[config.mk]
export PLATFORM = sky130hd
export DESIGN_NAME = paddle_motion_ctrl
export DESIGN_NICKNAME = d
export VERILOG_FILES = /design/src/rtl/paddle_motion_ctrl.sv
export SDC_FILE = /design/constraint.sdc
export NUM_CORES = 1
export LEC_CHECK = 0
export BUFFER_PORTS_ARGS = -buffer_cell sky130_fd_sc_hd__buf_4
export CAP_MARGIN = 15
export CORE_MARGIN = 4
export CORE_UTILIZATION = 35
export DETAILED_ROUTE_END_ITERATION = 12
export REMOVE_ABC_BUFFERS = 1
export SYNTH_ARGS = -nofsm -noshare
export SYNTH_HDL_FRONTEND = slang
export SYNTH_SLANG_ARGS = --single-unit
[constraint.sdc]
create_clock -name clk -period 6.9 [get_ports clk]
set_input_delay 1.035 -clock clk [delete_from_list [all_inputs] [get_ports clk]]
set_output_delay 1.035 -clock clk [all_outputs]
set_load 0.05 [all_outputs]
[src/rtl/paddle_motion_ctrl.sv]
// Pong paddle motion: stretches scanned key flags, rate-limits and
// accelerates paddle movement, clamps both paddles to the playfield.
module paddle_motion_ctrl #(
  parameter int Y_W         = 8,
  parameter int Y_MAX       = 104,
  parameter int Y_INIT      = 52,
  parameter int HOLD_CYCLES = 4,
  parameter int MOVE_DIV    = 4,
  parameter int STEP        = 1,
  parameter int FAST_STEP   = 3,
  parameter int ACCEL_AFTER = 6
) (
  input  logic           clk,
  input  logic           rst,
  input  logic           en,
  input  logic           recenter,
  input  logic           up1,
  input  logic           down1,
  input  logic           up2,
  input  logic           down2,
  output logic [Y_W-1:0] p1_y,
  output logic [Y_W-1:0] p2_y,
  output logic           p1_moving,
  output logic           p2_moving
);

  localparam int HW = $clog2(HOLD_CYCLES + 1);
  localparam int DW = (MOVE_DIV > 1) ? $clog2(MOVE_DIV) : 1;

  localparam logic [HW-1:0]  HOLD_L = HW'(HOLD_CYCLES);
  localparam logic [DW-1:0]  DIV_L  = DW'(MOVE_DIV - 1);
  localparam logic [Y_W:0]   YMAX_X = (Y_W+1)'(Y_MAX);
  localparam logic [Y_W-1:0] YINI_L = Y_W'(Y_INIT);
  localparam logic [Y_W:0]   STEP_X = (Y_W+1)'(STEP);
  localparam logic [Y_W:0]   FAST_X = (Y_W+1)'(FAST_STEP);
  localparam logic [2:0]     ACC_L  = 3'(ACCEL_AFTER);

  typedef enum logic [1:0] {
    DIR_IDLE,
    DIR_UP,
    DIR_DN
  } dir_e;

  logic [HW-1:0]  hold_q [4];
  logic [HW-1:0]  hold_d [4];
  logic [DW-1:0]  div_q, div_d;
  logic [Y_W-1:0] y_q [2];
  logic [Y_W-1:0] y_d [2];
  logic [2:0]     streak_q [2];
  logic [2:0]     streak_d [2];
  dir_e           last_q [2];
  dir_e           last_d [2];
  logic           mov_q [2];
  logic           mov_d [2];

  logic [3:0]     flag;
  logic           tick;
  dir_e           dir_w [2];
  logic [Y_W:0]   step_w [2];

  function automatic logic [Y_W-1:0] y_next(
    input logic [Y_W-1:0] y,
    input dir_e            d,
    input logic [Y_W:0]    st
  );
    logic [Y_W:0] yx;
    logic [Y_W:0] sum;
    yx     = {1'b0, y};
    sum    = yx + st;
    y_next = y;
    unique case (1'b1)
      d == DIR_UP: y_next = (yx < st) ? '0 : Y_W'(yx - st);
      d == DIR_DN: y_next = (sum > YMAX_X) ? YMAX_X[Y_W-1:0]
                                           : sum[Y_W-1:0];
      default:     y_next = y;
    endcase
  endfunction

  always_comb begin
    flag = {down2, up2, down1, up1};
    for (int i = 0; i < 4; i++) begin
      hold_d[i] = flag[i] ? HOLD_L
                : (hold_q[i] != '0) ? hold_q[i] - 1'b1 : '0;
    end

    tick  = en && (div_q == DIV_L);
    div_d = '0;
    if (en && !recenter && !tick) div_d = div_q + 1'b1;

    for (int p = 0; p < 2; p++) begin
      dir_w[p]    = DIR_IDLE;
      step_w[p]   = STEP_X;
      y_d[p]      = y_q[p];
      streak_d[p] = streak_q[p];
      last_d[p]   = last_q[p];
      mov_d[p]    = mov_q[p];

      unique case (1'b1)
        (hold_q[2*p] != '0) && (hold_q[2*p+1] == '0): dir_w[p] = DIR_UP;
        (hold_q[2*p] == '0) && (hold_q[2*p+1] != '0): dir_w[p] = DIR_DN;
        default:                                      dir_w[p] = DIR_IDLE;
      endcase

      if (recenter) begin
        y_d[p]      = YINI_L;
        streak_d[p] = '0;
        last_d[p]   = DIR_IDLE;
        mov_d[p]    = 1'b0;
      end else if (!en) begin
        streak_d[p] = '0;
        last_d[p]   = DIR_IDLE;
        mov_d[p]    = 1'b0;
      end else if (tick) begin
        // streak counts repeats of the previous tick's direction
        if (dir_w[p] != DIR_IDLE && dir_w[p] == last_q[p])
          streak_d[p] = (streak_q[p] == 3'd7) ? 3'd7 : streak_q[p] + 3'd1;
        else
          streak_d[p] = '0;
        last_d[p]   = dir_w[p];
        step_w[p]   = (streak_d[p] >= ACC_L) ? FAST_X : STEP_X;
        y_d[p]      = y_next(y_q[p], dir_w[p], step_w[p]);
        mov_d[p]    = (y_d[p] != y_q[p]);
      end
    end
  end

  always_ff @(posedge clk or negedge rst) begin
    if (!rst) begin
      for (int i = 0; i < 4; i++) hold_q[i] <= '0;
      div_q <= '0;
      for (int p = 0; p < 2; p++) begin
        y_q[p]      <= YINI_L;
        streak_q[p] <= '0;
        last_q[p]   <= DIR_IDLE;
        mov_q[p]    <= 1'b0;
      end
    end else begin
      for (int i = 0; i < 4; i++) hold_q[i] <= hold_d[i];
      div_q <= div_d;
      for (int p = 0; p < 2; p++) begin
        y_q[p]      <= y_d[p];
        streak_q[p] <= streak_d[p];
        last_q[p]   <= last_d[p];
        mov_q[p]    <= mov_d[p];
      end
    end
  end

  assign p1_y      = y_q[0];
  assign p2_y      = y_q[1];
  assign p1_moving = mov_q[0];
  assign p2_moving = mov_q[1];

endmodule
# [Yosys cells after proc, flatten, opt, wreduce, memory -nomap -nowiden]
# Cells that the tools add are included.
[classes] n_reduce_logical=24 n_mux=59 eq_ne=12 addsub=11 magnitude_cmp=6
[op_table] cell="$mux 8" n=16
[op_table] cell="$mux 3" n=24
[op_table] cell="$pmux 8 s2" n=2
[op_table] cell="$add 8x2->9" n=2
[op_table] cell="$gt 9x7->1 const B" n=2
[op_table] cell="$mux 2" n=9
[op_table] cell="$lt 8x2->1" n=2
[op_table] cell="$ne 8x8->1" n=2
[op_table] cell="$sub 8x2->8" n=2
[op_table] cell="$logic_not 3->1" n=4
[op_table] cell="$reduce_bool 3->1" n=4
[op_table] cell="$sub 3x1->3 const B" n=4
[op_table] cell="$logic_and 1x1->1" n=9
[op_table] cell="$pmux 2 s2" n=2
[op_table] cell="$reduce_bool 2->1" n=4
[op_table] cell="$add 3x1->3 const B" n=2
[op_table] cell="$eq 2x2->1 const B" n=3
[op_table] cell="$eq 3x3->1 const B" n=2
[op_table] cell="$ge 3x3->1 const B" n=2
[op_table] cell="$mux 1" n=6
[op_table] cell="$eq 2x1->1 const B" n=2
[op_table] cell="$eq 2x2->1" n=2
[op_table] cell="$ne 3x1->1 const B" n=1
[op_table] cell="$add 2x1->2 const B" n=1
[op_table] cell="2 further kinds" n=3
[totals] out_inout_bits=18 wordCells=125 inputBits=8 reg_bits=42

# [Longest topological paths before layout]
# Gate-level depths: netlist of the first run.
[logic_depth] depth_word=22 ltp_mapped=16 depth_no_buf=15

# [Worst setup path before layout of the first run]
# OpenSTA, ideal clock, no wires.
[synth_timing] path_kind="register to register" startpoint="register hold_q[10] in the netlist's numbering" endpoint="register mov_q, in the netlist p1_moving" stages_incl_launch_ff=17 slack_ns=3.066 n_path_buf=1 period_less_slack_ns=3.834 setup_ns=0.126 required_time_ns=6.774 arrival_ns=3.708 cell_sequence="dfrtp_1 nor3_1 inv_1 ha_1 xor2_1 nor3_1 and2_1 inv_1 fa_1 buf_6 o211ai_2 o22ai_1 or3b_4 o211ai_4 nand2_2 o31a_1 a221o_1"
[synth_between] elab_chain_cells=22 elab_cells_between_ends=30 cone_classes="2 x add/sub; 3 x order compare; 4 x eq/ne; 15 x mux; 6 x reduce/logical"
[synth_rtl] item="start, declared" line="44" source="logic [HW-1:0] hold_q [4];"
[synth_rtl] item="$logic_not 3->1 / $reduce_bool 3->1 (equally long branches)" line="100, 99"
[synth_rtl] item="$logic_and 1x1->1, on equally long branches" line="100, 99"
[synth_rtl] item="$pmux 2 s2 (*)" line="98" source="unique case (1'b1)"
[synth_rtl] item="$eq 2x2->1 / $reduce_bool 2->1 (equally long branches)" line="115" source="if (dir_w[p] != DIR_IDLE && dir_w[p] == last_q[p])"
[synth_rtl] item="$logic_and 1x1->1" line="115"
[synth_rtl] item="$mux 3" line="115"
[synth_rtl] item="$mux 3" line="113" source="end else if (tick) begin"
[synth_rtl] item="$mux 3" line="109" source="end else if (!en) begin"
[synth_rtl] item="[... 6 more ...]"
[synth_rtl] item="$pmux 8 s2 (*)" line="71" source="unique case (1'b1)"
[synth_rtl] item="$mux 8 (*)" line="113"
[synth_rtl] item="$mux 8 (*)" line="109"
[synth_rtl] item="$mux 8 (*)" line="104" source="if (recenter) begin"
[synth_rtl] item="$ne 8x8->1 (*)" line="122" source="mov_d[p] = (y_d[p] != y_q[p]);"
[synth_rtl] item="$mux 1 (*)" line="113"
[synth_rtl] item="$mux 1 (*)" line="109"
[synth_rtl] item="$mux 1 (*)" line="104"
[synth_rtl] item="end signal, assigned by index" line="144" source="mov_q[p] <= mov_d[p];"
[synth_rtl] item="end, declared" line="53" source="logic mov_q [2];"
# Mark *: on every way between the ends. The rest lies on a longest branch, timed or not. The select of a mux whose other input is x is not followed.
# A chain may end at the register's enable or synchronous reset.

# [Worst setup path in the final report of the first run]
[layout_timing] startpoint="register hold_q[11] in the netlist's numbering" endpoint="register mov_q, in the netlist p1_moving"
# The elaborated chain is that of the path after synthesis.

==> out/summary.md, run 1 <==
- H-tree Lvls: 2
- Min-Delay Endpoint: div_q[0]$_DFF_PN0_
- worst supply voltage drop on vdd: 0.0941 mV
- Hold Path Origin: div_q[0]$_DFF_PN0_
- starting density of the core: 36.1%
- Post-Route Setup TNS: 0 ns
- worst hold path class: reg2reg
- Fillers: 953
- clk_lat worst skew: 0.30 ns
- overall die width: 106 um
- routed len/inst: 14.9 um
- met1 track utilization from global routing: 20.2%
- number of maximum-capacitance violations: 0
- Clock transition at path regs: 0.09 ns
- first-pass GRT wire length: 13400 um
- count of mapped cells out of synthesis: 395
- floorplan die height: 106 um
- top fanout value on the critical path: 11
- standard cell core area: 9280 um^2
- Crit Path Class: reg2reg
- maximum clock frequency: 220 MHz
- clock sink count: 42
- post-layout instance count excluding filler cells: 538
- total global routing overflow: 0
- Critical path origin: hold_q[11]$_DFF_PN0_
- Async SR Flop Fraction: 100%
- I/O pin count: 26
- instance count along the most critical hold path: 1
- share of cells above drive strength 1: 14.4%
- leading cell type in the layout, fill and taps excluded: sky130_fd_sc_hd__nand2_1
- number of distinct library cells after synthesis: 72
- result of the run: finished, final reports clean
- CTS tree: built
- final core occ: 40.2%
- CTS Hold Buffers Added: 0
- Final HPWL DP: 5890 um
- top library cells by usage in the layout, fill and taps aside: sky130_fd_sc_hd__nand2_1 (41), sky130_fd_sc_hd__dfrtp_1 (36), sky130_fd_sc_hd__o21ai_0 (32)
- WL final: 8040 um
- 1st-pass router iterations: 4
- worst path required time: 7.08 ns
- Worst setup SP type: register
- met3 layer usage reported by global route: 2.02%
- final antenna diode count: 0
- Syn Area/Cell: 8.48 um^2
- total routing resource utilization after global routing: 14.3%
- post-DR vias/cell: 5.47
- critical register-to-register path endpoint: p1_moving$_DFFE_PN0P_
- FP Rows: 35
- sequential cell area fraction in the yosys report: 31.6%
- register bit count reported by yosys: 42
- ratio of final minimum period to clock period: 65.8%
- number of enable flip-flop cells after synthesis: 0
- count of warnings emitted by yosys: 0
- data arrival at the endpoint of the critical path: 4.72 ns
- worst-case register-to-register setup slack: 2.36 ns
- via count of the first global-routing pass: 2759
- time the final worst path needs with I/O delays and setup: 4.54 ns
- number of cells upsized or downsized after cts: 0
- number of hold violations in the final report: 0
- buffers added on ports: 25
- smallest setup slack after layout: 2.36 ns
- maximum number of pins on one net before global-route repair: 43
- pre-CTS setup slack: 2.43 ns
- Most Used Layer, Global Route: met2
- Most used DFF post-synth: sky130_fd_sc_hd__dfrtp_1
- number of antenna violations at the first check in global routing: 0
- 1st-iter DRT viols: 206
- CTS max path bufs: 2
- PD cells: 168 nW/um^2
- area growth from synthesis to layout: 11.5%
- total instance count after detailed placement: 530
- number of DRC violations after detailed routing: 0
- Detail Route Antenna Nets: 0
- worst flop-to-flop path startpoint: hold_q[11]$_DFF_PN0_
- unrepaired setup endpoints after global routing: false
- number of cells on the worst reg-to-reg path: 15
- Post-CTS Setup Repair Bufs: 0
- endpoint kind of the worst setup timing path: register
- total count of max-transition violations in the final report: 0
- setup violation total in the final timing report: 0
- total number of nets in the final design: 437
- root buf cell: sky130_fd_sc_hd__clkbuf_8
- number of vias in the routed layout: 2944
- Slew HR: 49.0%
- Die Footprint: 11200 um^2
- routability-driven placement congestion ratio: 0.898
- transition at the pin with the smallest max-transition slack: 0.762 ns
- Pleak: 1.55 nW
- worst clock skew: 0.0152 ns
- post-synthesis cell area: 3350 um^2
- number of CTS-inserted buffers: 5
- GR Util met2: 22.7%
## layout make-up
type,instances,area [um^2],share of cell area [%]
clock buffers,5,68.8,1.84
flip-flops and latches,42,1060,28.4
inverters,24,90.1,2.41
multi-input cells,309,2090,56.0
clock inverters,3,68.8,1.84
repair buffers,26,195,5.23
well taps,129,161,4.32
## cells in the mapped netlist, types with 3 or more instances
library cell	number	area (um^2)
sky130_fd_sc_hd__or3_1	5	31.3
sky130_fd_sc_hd__a21o_1	3	22.5
sky130_fd_sc_hd__and2_1	5	31.3
sky130_fd_sc_hd__dfstp_2	6	158
sky130_fd_sc_hd__a21boi_0	6	45.0
sky130_fd_sc_hd__mux2i_1	3	30.0
sky130_fd_sc_hd__nor3b_1	3	22.5
sky130_fd_sc_hd__nand2b_1	9	56.3
sky130_fd_sc_hd__a21oi_1	27	135
sky130_fd_sc_hd__a2111oi_0	3	26.3
sky130_fd_sc_hd__or2_2	4	25.0
sky130_fd_sc_hd__inv_1	24	90.1
sky130_fd_sc_hd__nor3_1	20	100
sky130_fd_sc_hd__nor2b_1	6	37.5
sky130_fd_sc_hd__xnor2_1	4	35.0
sky130_fd_sc_hd__nand2_1	41	154
sky130_fd_sc_hd__nand3_1	9	45.0
sky130_fd_sc_hd__nand4_1	4	25.0
sky130_fd_sc_hd__ha_1	17	213
sky130_fd_sc_hd__o21ai_0	32	160
sky130_fd_sc_hd__buf_4	3	22.5
sky130_fd_sc_hd__o211ai_1	5	37.5
sky130_fd_sc_hd__buf_2	6	30.0
sky130_fd_sc_hd__a31oi_1	5	31.3
sky130_fd_sc_hd__dfrtp_1	36	901
sky130_fd_sc_hd__xor2_1	7	61.3
sky130_fd_sc_hd__fa_1	4	80.1
sky130_fd_sc_hd__nor2_1	25	93.8
sky130_fd_sc_hd__a22oi_1	3	22.5
sky130_fd_sc_hd__o31ai_1	3	22.5
sky130_fd_sc_hd__clkbuf_1	9	33.8
sky130_fd_sc_hd__a22o_1	6	52.6
## critical path: stages, from the launching register on
cell and delay [ns]:
sky130_fd_sc_hd__dfrtp_1 0.40, sky130_fd_sc_hd__nor3_1 0.48, sky130_fd_sc_hd__inv_1 0.13, sky130_fd_sc_hd__ha_1 0.25, sky130_fd_sc_hd__xor2_1 0.14, sky130_fd_sc_hd__nor3_1 0.31, sky130_fd_sc_hd__and2_1 0.29, sky130_fd_sc_hd__inv_1 0.11
sky130_fd_sc_hd__fa_1 0.56, sky130_fd_sc_hd__nand2b_1 0.25, sky130_fd_sc_hd__a2111oi_0 0.41, sky130_fd_sc_hd__a211o_1 0.21, sky130_fd_sc_hd__o211ai_4 0.12, sky130_fd_sc_hd__o2111ai_1 0.24, sky130_fd_sc_hd__o221ai_1 0.17, sky130_fd_sc_hd__a221o_1 0.35
## layer usage
metal | routed length, um | vias to the layer above
met2 | 3770 | 80
met5 | 0 | -
met1 | 3800 | 1412
met4 | 76 | 0
met3 | 387 | 6
li1 | - | 1446
## power breakdown
part / leakage [nW] / switching [mW] / internal [mW]
Combinational: 0.941 / 0.0768 / 0.0473
Sequential: 0.545 / 0.00987 / 0.257
Clock: 0.0683 / 0.0929 / 0.145
## state kept, by name, summed over array words and instances, names as in the netlist
| signal | cells |
|---|---|
| hold_q | 12 |
| p1_y | 8 |
| p2_y | 8 |
| streak_q | 6 |
| last_q | 4 |
| div_q | 2 |
| p1_moving | 1 |
| p2_moving | 1 |
## logic make-up after synthesis
| family | share of synthesized area, % |
|---|---|
| fa+ha+maj | 9.34 |
| simple gates | 23.3 |
| xor+xnor | 2.88 |
| mux | 1.31 |
| compound gates | 25.6 |
| flops | 31.6 |
| buf+inv | 5.94 |
## worst max-delay path by stage
| stage | end | depth (start not counted) |
|---|---|---|
| after global routing | p1_moving$_DFFE_PN0P_ | 15 |
| after global placement | p1_moving$_DFFE_PN0P_ | 15 |
| after floorplan | p1_moving$_DFFE_PN0P_ | 15 |
| after CTS | p1_moving$_DFFE_PN0P_ | 15 |
| final | p1_moving$_DFFE_PN0P_ | 15 |
| after detailed placement | p1_moving$_DFFE_PN0P_ | 15 |
## metrics by stage
step	hold slack (ns)	area [um^2]	power [mW]
final	0.443	3730	0.629
after global routing	0.451	3730	0.661
after CTS	0.445	3730	0.634
after detailed placement	0.434	3600	0.394
after global placement	0.429	3600	0.393
after floorplan	0.410	3240	0.358
Note: power is estimated with default switching activity, not from simulation.
==> inputs of run 2 (changes only) <==
==> constraint.sdc (replaced) <==
create_clock -name clk -period 4.14 [get_ports clk]
set_input_delay 0.621 -clock clk [delete_from_list [all_inputs] [get_ports clk]]
set_output_delay 0.621 -clock clk [all_outputs]
set_load 0.05 [all_outputs]
==> out/summary.md, run 2 (same netlist as run 1, synthesis figures left out) <==
- worst-case register-to-register setup slack: 0.35 ns, was 2.36 ns
- Slew HR: 41.2%, was 49.0%
- setup violation total in the final timing report: 0, unchanged
- total buffers and inverters traversed by the critical path: 2, unchanged
- H-tree Lvls: 2, unchanged
- top library cells by usage in the layout, fill and taps aside: sky130_fd_sc_hd__nand2_1 (41), sky130_fd_sc_hd__dfrtp_1 (36), sky130_fd_sc_hd__buf_4 (33), was sky130_fd_sc_hd__nand2_1 (41), sky130_fd_sc_hd__dfrtp_1 (36), sky130_fd_sc_hd__o21ai_0 (32)
- Detail Route Antenna Nets: 0, unchanged
- data arrival at the endpoint of the critical path: 3.97 ns, was 4.72 ns
- final antenna diode count: 0, unchanged
- number of hold violations in the final report: 0, unchanged
- share of cells above drive strength 1: 18.0%, was 14.4%
- floorplan die height: 106 um, unchanged
- Die Footprint: 11200 um^2, unchanged
- post-DR vias/cell: 5.46, was 5.47
- first-pass GRT wire length: 13800 um, was 13400 um
- result of the run: finished, final reports clean, unchanged
- area growth from synthesis to layout: 13.7%, was 11.5%
- total count of max-transition violations in the final report: 0, unchanged
- clock sink count: 42, unchanged
- worst clock skew: 0.00511 ns, was 0.0152 ns
- worst path required time: 4.32 ns, was 7.08 ns
- CTS max path bufs: 2, unchanged
- smallest setup slack after layout: 0.349 ns, was 2.36 ns
- crit-path cells: or3_1 -> inv_1 -> ha_1 -> xor2_1 -> nor3_2 -> and2_4 -> inv_1 -> fa_2 -> o211ai_2 -> o22ai_1 -> or3b_4 -> o211ai_4 -> nand2_2 -> o31a_1 -> a221o_1, was nor3_1 -> inv_1 -> ha_1 -> xor2_1 -> nor3_1 -> and2_1 -> inv_1 -> fa_1 -> nand2b_1 -> a2111oi_0 -> a211o_1 -> o211ai_4 -> o2111ai_1 -> o221ai_1 -> a221o_1
- PD cells: 265 nW/um^2, was 168 nW/um^2
- most frequent cell on the critical path: sky130_fd_sc_hd__inv_1
- starting density of the core: 36.1%, unchanged
- post-layout instance count excluding filler cells: 545, was 538
- total instance count after detailed placement: 537, was 530
- number of cells on the critical path: 15, unchanged
- maximum clock frequency: 264 MHz, was 220 MHz
- register name with the most flops: hold_q, unchanged
- number of CTS-inserted buffers: 5, unchanged
- overall die width: 106 um, unchanged
- total global routing overflow: 0, unchanged
- power after layout: 1.01 mW, was 0.629 mW
- total number of nets in the final design: 444, was 437
- critical register-to-register path endpoint: p1_moving$_DFFE_PN0P_, unchanged
- 1st-iter DRT viols: 174, was 206
- Top delay family on crit path: simple AND/OR/NAND/NOR gates, was compound AO/OA/AOI/OAI gates
- Post-CTS Setup Repair Bufs: 0, unchanged
- I/O pin count: 26, unchanged
- Post-Route Hold Slack: 0.304 ns, was 0.443 ns
- Post-Route Setup TNS: 0 ns, unchanged
- ratio of final minimum period to clock period: 91.6%, was 65.8%
- Fillers: 955, was 953
- leading cell type in the layout, fill and taps excluded: sky130_fd_sc_hd__nand2_1, unchanged
- number of vias in the routed layout: 2974, was 2944
- 1st-pass router iterations: 4, unchanged
- WL final: 8180 um, was 8040 um
- time the final worst path needs with I/O delays and setup: 3.79 ns, was 4.54 ns
- buffers added on ports: 25, unchanged
- FP Rows: 35, unchanged
- top fanout value on the critical path: 8, was 11
- number of maximum-capacitance violations: 0, unchanged
- CTS tree: built, unchanged
- worst supply voltage drop on vdd: 0.133 mV, was 0.0941 mV
- Final HPWL DP: 5940 um, was 5890 um
- standard cell core area: 9280 um^2, unchanged
- number of DRC violations after detailed routing: 0, unchanged
- total routing resource utilization after global routing: 14.7%, was 14.3%
- root buf cell: sky130_fd_sc_hd__clkbuf_8, unchanged
- Worst setup SP type: register, unchanged
- worst hold path class: in2async, was reg2reg
- CTS Hold Buffers Added: 0, unchanged
- pre-CTS setup slack: 0.0117 ns, was 2.43 ns
- Clock transition at path regs: 0.08 ns, was 0.09 ns
- max reg flops: 12, unchanged
- largest incremental delay on the critical path: 0.43 ns, was 0.56 ns
- Pleak: 1.59 nW, was 1.55 nW
- number of cells on the worst reg-to-reg path: 15, unchanged
- critical path's slowest cell: sky130_fd_sc_hd__or3_1, was sky130_fd_sc_hd__fa_1
- via count of the first global-routing pass: 2829, was 2759
- routability-driven placement congestion ratio: 0.891, was 0.898
- clk_lat worst skew: 0.29 ns, was 0.30 ns
- worst flop-to-flop path startpoint: hold_q[8]$_DFF_PN0_, was hold_q[11]$_DFF_PN0_
- number of antenna violations at the first check in global routing: 0, unchanged
- transition at the pin with the smallest max-transition slack: 0.879 ns, was 0.762 ns
- endpoint kind of the worst setup timing path: register, unchanged
- Crit Path Class: reg2reg, unchanged
- routed len/inst: 15.0 um, was 14.9 um
- unrepaired setup endpoints after global routing: false, unchanged
- maximum number of pins on one net before global-route repair: 43, unchanged
==> run 2: worst max-delay path by stage <==
stage	startpoint	slack, ns	end
after floorplan	hold_q[10]$_DFF_PN0_	0.28	p1_moving$_DFFE_PN0P_
after global placement	hold_q[4]$_DFF_PN0_	0.03	p2_moving$_DFFE_PN0P_
after detailed placement	hold_q[3]$_DFF_PN0_	0.01	p2_moving$_DFFE_PN0P_
after CTS	hold_q[3]$_DFF_PN0_	0.01	p2_moving$_DFFE_PN0P_
after global routing	hold_q[10]$_DFF_PN0_	0.01	p1_moving$_DFFE_PN0P_
final	hold_q[8]$_DFF_PN0_	0.35	p1_moving$_DFFE_PN0P_
==> run 2: metrics by stage <==
step / util (%) / instance area (um^2)
global route: 41.0 / 3810
detailed placement: 39.3 / 3650
finish: 41.0 / 3810
CTS: 40.6 / 3770
floorplan: - / 3240
global placement: 39.3 / 3650
==> run 2: area by class of cell <==
class | instances | area (um^2) | share of cell area (%)
clock buffer | 7 | 86.3 | 2.27
inverter | 24 | 90.1 | 2.37
tap | 129 | 161 | 4.24
timing repair buffer | 33 | 248 | 6.51
clock inverter | 1 | 30.0 | 0.789
multi-input combinational | 309 | 2130 | 56.0
sequential | 42 | 1060 | 27.8
==> run 2: what timing repair did <==
action / CTS / global route
resized for setup: 1 / 12
pin swaps: 0 / 2
endpoints found under the setup margin: 1 / 10
endpoints found under the hold margin: 0 / 0
==> run 2: where the power goes <==
group	switching [mW]	leakage (nW)	internal (mW)
clock network	0.140	0.0585	0.197
logic	0.133	0.983	0.0939
registers	0.0168	0.545	0.428
total	0.290	1.59	0.718
==> run 2: per-layer routing <==
metal  routed length [um]  GRT usage (%)  vias to the layer above
met4                   95           3.52                        0
met5                    0              0                        -
met1                 3890           20.6                     1423
li1                     -              -                     1468
met2                 3770           24.0                       76
met3                  423           2.08                        7
